### src/rtl/sccb_target_regfile.sv
// sccb_target_regfile
//   SCCB/I2C target with a 2**MEM_AW byte register file and 16-bit register
//   addressing. It only ever pulls SDA low and never stretches SCL.
//   Write: START, {DEV_ADDR,0}, addr_hi, addr_lo, data... STOP.
//   Read:  START, {DEV_ADDR,1}, data... from the current pointer.
//   Bytes are written at the pointer, which then auto-increments.
// Ports
//   i_clk       system clock, at least 16x the SCL rate
//   i_rst       synchronous, active-low reset
//   i_scl_in    SCL pad input (asynchronous)
//   i_sda_in    SDA pad input (asynchronous)
//   o_sda_out   SDA drive value, always 0 (open drain)
//   o_sda_oe    1 = pull SDA low
//   o_wr_valid  one-cycle pulse per register byte written
//   o_wr_addr   register address of that write
//   o_wr_data   data of that write
//   o_busy      1 from the device-address ACK until STOP/START/NACK
module sccb_target_regfile #(
  parameter logic [6:0]  DEV_ADDR = 7'h60,
  parameter int unsigned MEM_AW   = 8,
  parameter logic [7:0]  RST_VAL  = 8'h00
) (
  input  logic        i_clk,
  input  logic        i_rst,
  input  logic        i_scl_in,
  input  logic        i_sda_in,
  output logic        o_sda_out,
  output logic        o_sda_oe,
  output logic        o_wr_valid,
  output logic [15:0] o_wr_addr,
  output logic [7:0]  o_wr_data,
  output logic        o_busy
);

  localparam int unsigned DEPTH = 1 << MEM_AW;

  typedef enum logic [2:0] {
    ST_IDLE     = 3'd0,
    ST_DEV_ADDR = 3'd1,
    ST_ADDR_HI  = 3'd2,
    ST_ADDR_LO  = 3'd3,
    ST_WR_DATA  = 3'd4,
    ST_RD_DATA  = 3'd5,
    ST_ACK_OUT  = 3'd6,
    ST_ACK_IN   = 3'd7
  } state_t;

  logic [1:0]  scl_sync_r, sda_sync_r;
  logic        scl_hist_r, sda_hist_r;
  state_t      state_r, state_n;
  state_t      from_r, from_n;        // byte state whose ACK is being driven
  logic [3:0]  bit_cnt_r, bit_cnt_n;  // 0..8, 8 = all data bits seen
  logic [7:0]  shift_r, shift_n;
  logic [7:0]  addr_hi_r, addr_hi_n;
  logic [15:0] ptr_r, ptr_n;
  logic        oe_r, oe_n;
  logic        busy_r, busy_n;
  logic        wr_valid_r, wr_valid_n;
  logic [15:0] wr_addr_r, wr_addr_n;
  logic [7:0]  wr_data_r, wr_data_n;
  logic        mem_we_s;
  logic [7:0]  mem_r [0:DEPTH-1];

  logic scl_s, sda_s, scl_rise_s, scl_fall_s, start_s, stop_s;
  logic [7:0] rd_byte_s;

  assign scl_s      = scl_sync_r[1];
  assign sda_s      = sda_sync_r[1];
  assign scl_rise_s = scl_s & ~scl_hist_r;
  assign scl_fall_s = ~scl_s & scl_hist_r;
  // Bus conditions need SCL high both before and after the SDA change.
  assign start_s    = scl_s & scl_hist_r & sda_hist_r & ~sda_s;
  assign stop_s     = scl_s & scl_hist_r & ~sda_hist_r & sda_s;
  assign rd_byte_s  = mem_r[ptr_r[MEM_AW-1:0]];

  assign o_sda_out  = 1'b0;
  assign o_sda_oe   = oe_r;
  assign o_wr_valid = wr_valid_r;
  assign o_wr_addr  = wr_addr_r;
  assign o_wr_data  = wr_data_r;
  assign o_busy     = busy_r;

  // Pad synchronisers plus history flops; reset to the idle-bus level.
  always_ff @(posedge i_clk) begin
    if (!i_rst) begin
      scl_sync_r <= 2'b11;
      sda_sync_r <= 2'b11;
      scl_hist_r <= 1'b1;
      sda_hist_r <= 1'b1;
    end else begin
      scl_sync_r <= {scl_sync_r[0], i_scl_in};
      sda_sync_r <= {sda_sync_r[0], i_sda_in};
      scl_hist_r <= scl_sync_r[1];
      sda_hist_r <= sda_sync_r[1];
    end
  end

  // Register file storage.
  always_ff @(posedge i_clk) begin
    if (!i_rst) begin
      for (int unsigned i = 0; i < DEPTH; i++) begin
        mem_r[i[MEM_AW-1:0]] <= RST_VAL;
      end
    end else if (mem_we_s) begin
      mem_r[ptr_r[MEM_AW-1:0]] <= shift_r;
    end
  end

  // FSM state and datapath registers.
  always_ff @(posedge i_clk) begin
    if (!i_rst) begin
      state_r    <= ST_IDLE;
      from_r     <= ST_IDLE;
      bit_cnt_r  <= 4'd0;
      shift_r    <= 8'h00;
      addr_hi_r  <= 8'h00;
      ptr_r      <= 16'h0000;
      oe_r       <= 1'b0;
      busy_r     <= 1'b0;
      wr_valid_r <= 1'b0;
      wr_addr_r  <= 16'h0000;
      wr_data_r  <= 8'h00;
    end else begin
      state_r    <= state_n;
      from_r     <= from_n;
      bit_cnt_r  <= bit_cnt_n;
      shift_r    <= shift_n;
      addr_hi_r  <= addr_hi_n;
      ptr_r      <= ptr_n;
      oe_r       <= oe_n;
      busy_r     <= busy_n;
      wr_valid_r <= wr_valid_n;
      wr_addr_r  <= wr_addr_n;
      wr_data_r  <= wr_data_n;
    end
  end

  // Next-state logic: SCL rise samples SDA, SCL fall updates the SDA drive.
  always_comb begin
    state_n    = state_r;
    from_n     = from_r;
    bit_cnt_n  = bit_cnt_r;
    shift_n    = shift_r;
    addr_hi_n  = addr_hi_r;
    ptr_n      = ptr_r;
    oe_n       = oe_r;
    busy_n     = busy_r;
    wr_valid_n = 1'b0;
    wr_addr_n  = wr_addr_r;
    wr_data_n  = wr_data_r;
    mem_we_s   = 1'b0;
    if (stop_s) begin
      state_n   = ST_IDLE;
      bit_cnt_n = 4'd0;
      oe_n      = 1'b0;
      busy_n    = 1'b0;
    end else if (start_s) begin
      state_n   = ST_DEV_ADDR;
      bit_cnt_n = 4'd0;
      oe_n      = 1'b0;
      busy_n    = 1'b0;
    end else begin
      case (state_r)
        ST_IDLE: begin
          state_n = ST_IDLE;
        end
        ST_DEV_ADDR, ST_ADDR_HI, ST_ADDR_LO, ST_WR_DATA: begin
          if (scl_rise_s && (bit_cnt_r < 4'd8)) begin
            shift_n   = {shift_r[6:0], sda_s};
            bit_cnt_n = bit_cnt_r + 4'd1;
          end else if (scl_fall_s && (bit_cnt_r == 4'd8)) begin
            if ((state_r == ST_DEV_ADDR) && (shift_r[7:1] != DEV_ADDR)) begin
              state_n = ST_IDLE;    // not us: stay off the bus
            end else begin
              state_n = ST_ACK_OUT;
              from_n  = state_r;
              oe_n    = 1'b1;
              busy_n  = (state_r == ST_DEV_ADDR) ? 1'b1 : busy_r;
            end
          end else begin
            bit_cnt_n = bit_cnt_r;
          end
        end
        ST_ACK_OUT: begin
          if (scl_rise_s) begin
            // The ACK-slot rise commits the byte just acknowledged.
            case (from_r)
              ST_ADDR_HI: addr_hi_n = shift_r;
              ST_ADDR_LO: ptr_n = {addr_hi_r, shift_r};
              ST_WR_DATA: begin
                mem_we_s   = 1'b1;
                wr_valid_n = 1'b1;
                wr_addr_n  = ptr_r;
                wr_data_n  = shift_r;
                ptr_n      = ptr_r + 16'd1;
              end
              default: ptr_n = ptr_r;
            endcase
          end else if (scl_fall_s) begin
            bit_cnt_n = 4'd0;
            oe_n      = 1'b0;
            case (from_r)
              ST_DEV_ADDR: begin
                if (shift_r[0]) begin
                  state_n = ST_RD_DATA;
                  shift_n = rd_byte_s;
                  oe_n    = ~rd_byte_s[7];
                end else begin
                  state_n = ST_ADDR_HI;
                end
              end
              ST_ADDR_HI: state_n = ST_ADDR_LO;
              default:    state_n = ST_WR_DATA;
            endcase
          end else begin
            oe_n = oe_r;
          end
        end
        ST_RD_DATA: begin
          if (scl_rise_s && (bit_cnt_r < 4'd8)) begin
            bit_cnt_n = bit_cnt_r + 4'd1;
          end else if (scl_fall_s) begin
            if (bit_cnt_r == 4'd8) begin
              state_n = ST_ACK_IN;
              oe_n    = 1'b0;
              ptr_n   = ptr_r + 16'd1;
            end else begin
              shift_n = {shift_r[6:0], 1'b0};
              oe_n    = ~shift_r[6];
            end
          end else begin
            oe_n = oe_r;
          end
        end
        ST_ACK_IN: begin
          if (scl_rise_s) begin
            if (sda_s) begin
              state_n = ST_IDLE;    // master NACK ends the read
              busy_n  = 1'b0;
            end else begin
              state_n = ST_ACK_IN;
            end
          end else if (scl_fall_s) begin
            state_n   = ST_RD_DATA;
            bit_cnt_n = 4'd0;
            shift_n   = rd_byte_s;
            oe_n      = ~rd_byte_s[7];
          end else begin
            state_n = ST_ACK_IN;
          end
        end
        default: begin
          state_n = ST_IDLE;
          oe_n    = 1'b0;
        end
      endcase
    end
  end

endmodule

### config.mk
export PLATFORM = sky130hd
export DESIGN_NAME = sccb_target_regfile
export DESIGN_NICKNAME = d
export VERILOG_FILES = /design/src/rtl/sccb_target_regfile.sv
export SDC_FILE = /design/constraint.sdc
export NUM_CORES = 2
export LEC_CHECK = 0
export ABC_AREA = 0
export ABC_CLOCK_PERIOD_IN_PS = 3120
export BUFFER_PORTS_ARGS = -buffer_cell sky130_fd_sc_hd__buf_2
export CORE_MARGIN = 2
export CORE_UTILIZATION = 30
export CTS_CLUSTER_DIAMETER = 80
export DETAILED_ROUTE_END_ITERATION = 12
export GPL_ROUTABILITY_DRIVEN = 0
export PLACE_DENSITY_LB_ADDON = 0.25
export SLEW_MARGIN = 10
export SYNTH_ARGS = -nofsm -noshare
export SYNTH_HDL_FRONTEND = slang
export SYNTH_SLANG_ARGS = --single-unit
### constraint.sdc
create_clock -name i_clk -period 3.12 [get_ports i_clk]
set_clock_uncertainty 0.2 [all_clocks]
set_input_delay 0.624 -clock i_clk [delete_from_list [all_inputs] [get_ports i_clk]]
set_output_delay 0.624 -clock i_clk [all_outputs]
set_load 0.02 [all_outputs]
==> metrics <==
sequential area share after synthesis=0.675; top-area cell type share of the netlist area=0.657; Min-Delay Path Class=reg2reg; CORE AREA=311000 sq um; multi-input logic area=28400 sq um; most frequent cells in the layout=nor2_1 (2107), edfxtp_1 (2048), buf_4 (1017); maximum capacitance violations=0; fin. max-slew vios=0; clock sink count=2131; Rows=205; fin cells=11897; Layout Utilization=0.371; count of cell types in the netlist=75; initial antenna violation count=8; violated checks=setup timing; first-pass GRT wire length=480000 microns; deepest clock path buffer count=4; storage element area=63200 sq um; clk_lat worst skew=0.92 ns; max frequency=305 MHz; Yosys warning count=0; Initial Util=0.301; most common cell after layout, fill and taps aside=nor2_1; 1st-iter DRT viols=7875; setup slack at placement=-0.862 ns; Num CTS Buffers=232; first-pass iteration count of the detailed router=6; worst setup margin=-0.156 ns; pin count of the biggest net entering global routing=102; GRT Residual Overflow=0; die width=563 microns; Die Y=563 microns; Synth Area per Inst=13.8 sq um; die area=317000 sq um; Syn Std Cell Area=93600 sq um; CTS H-Tree Depth=4; #FFs+latches synth=2131; Worst Path Required=3.74 ns; share of cells above drive strength 1=0.287; fraction of registers with async set/reset=0; hpwl dp=233000 microns; DP Cell Count=11406; Routed Antenna Nets=0; # setup viols final=12; num ports=32; Root Buffer=clkbuf_16; WS Path Type=reg2reg; critical path peak fanout=13; Syn Nets=6775; vias in the first global route=62696; outcome=finished, violations left; largest area contributor in the netlist=edfxtp_1; Vias per Instance=5.32; Data arrival, critical path=3.90 ns; GRT Total Usage=0.211; # fillers=29563; total number of vias=63310; CTS tree=yes; cell count after synthesis=6765; min Tclk post-route=3.28 ns; drt total wl=339000 microns; port buffer count=30; Hold Violations, Final=0; Max VDD drop=0.494 mV; Final Cycle Share=1.05; TNS Setup=-0.726 ns; crit path launch type=register; Post-synth EDFFs=2048; unrepaired setup endpoints after global routing=true; Static Leak=36.1 nW; top_reg_cell synth=edfxtp_1; Design Power=62.9 mW; max_slew headroom=0.204; DR WL/cell=28.5 microns; DRC=0; synth-to-layout area growth=23.3%; synth top area cells=edfxtp_1 (66%), mux4_2 (12%), nor2_1 (8.5%); PwrDens=545 nW/um^2; clock slew at reported path FFs=0.06 ns; Worst Tran Pin Value=1.19 ns; Final Net Count=7572; Critical Path End Type=register
==> synth_stat cells (17+ instances only) <==
| cell | instances |
|---|---|
| nor2b_1 | 38 |
| nand2_1 | 349 |
| nor3_1 | 32 |
| a21boi_0 | 34 |
| buf_1 | 17 |
| buf_2 | 52 |
| a22oi_1 | 26 |
| o221ai_1 | 18 |
| dfxtp_1 | 83 |
| o21ai_0 | 301 |
| mux4_2 | 518 |
| clkbuf_1 | 522 |
| a31oi_1 | 18 |
| nand2b_1 | 22 |
| mux2_2 | 19 |
| nand3_1 | 53 |
| mux2i_1 | 103 |
| buf_6 | 27 |
| buf_4 | 39 |
| a21oi_1 | 46 |
| nor2_1 | 2112 |
| o22ai_1 | 44 |
| edfxtp_1 | 2048 |
==> cell families after synthesis <==
logic type               share of synthesized area
buffers and inverters                       0.0314
multiplexers                                 0.138
adder cells (fa/ha/maj)                   0.000909
other                                    0.0000401
AO/OA/AOI/OAI                               0.0407
flip-flops                                   0.675
XOR/XNOR                                  0.000281
AND/OR/NAND/NOR                              0.114
==> routing by layer <==
metal  up-vias  routed length (microns)  track usage
met4         4                    13900       0.0759
met1     33293                   137000        0.284
met3       595                    27200       0.0337
met2      2941                   161000        0.344
li1      26477                        -            -
met5         -                       33            0
==> final timing paths <==
| path | cells after the start | slack [ns] | start | end |
|---|---|---|---|---|
| worst max register to register | 8 | -0.16 | register | shift_r[3]$_SDFFE_PN0P_ |
| worst min register to register | 1 | 0.21 | sda_sync_r[0]$_SDFF_PN1_ | sda_sync_r[1]$_SDFF_PN1_ |
| worst max-delay path | 8 | -0.16 | register | shift_r[3]$_SDFFE_PN0P_ |
| worst min-delay path | 1 | 0.21 | sda_sync_r[0]$_SDFF_PN1_ | sda_sync_r[1]$_SDFF_PN1_ |
==> where the power goes <==
group          switching (mW)  internal [mW]  total [mW]  leakage (nW)
Sequential              0.386           32.6        33.0          20.1
Clock                    11.7           15.9        27.6          3.65
Combinational            1.29          0.963        2.25          12.4
==> sequential cells by signal, summed over array words and instances (netlist names), named ones only <==
| name | flops |
|---|---|
| o_busy | 1 |
| scl_hist_r | 1 |
| bit_cnt_r | 4 |
| scl_sync_r | 2 |
| sda_hist_r | 1 |
| o_sda_oe | 1 |
| o_wr_valid | 1 |
| shift_r | 8 |
| sda_sync_r | 2 |
| addr_hi_r | 8 |
| o_wr_data | 8 |
| state_r | 3 |
| ptr_r | 16 |
| from_r | 3 |
| o_wr_addr | 16 |
| mem_r | 2048 |
==> repair_timing <==
action / CTS / global route
setup endpoints to repair: 82 / 79
setup buffers: 28 / 28
pin swaps: 23 / 15
hold endpoints to repair: 7 / 0
cloned: 9 / 1
gates resized for setup: 152 / 34
hold buffers: 5 / 0
==> cell type report <==
class                           count  share of cell area
Inverter                           13            0.000477
Multi-Input combinational cell   3963               0.246
Antenna cell                       12            0.000260
Tap cell                         4140              0.0449
Timing Repair Buffer             1221              0.0968
Clock inverter                    141              0.0124
Clock buffer                      276              0.0523
Sequential cell                  2131               0.547
==> metrics by stage <==
stage | hold slack [ns] | instance area (sq um)
6_report | 0.213 | 115000
4_1_cts | 0.214 | 115000
5_1_grt | 0.236 | 115000
3_3_place_gp | 0.193 | 106000
3_5_place_dp | 0.201 | 106000
2_1_floorplan | 0.186 | 93600
==> worst max-delay path: stages, from the launching register on <==
cell	delay, ns
dfxtp_4	0.45
buf_12	0.20
or2_2	0.43
o22ai_1	0.20
a211oi_1	0.09
a2111oi_1	1.05
a21oi_1	0.13
nor4b_4	0.20
a211oi_1	0.19
No activity file was read; power rests on OpenSTA's default activity.
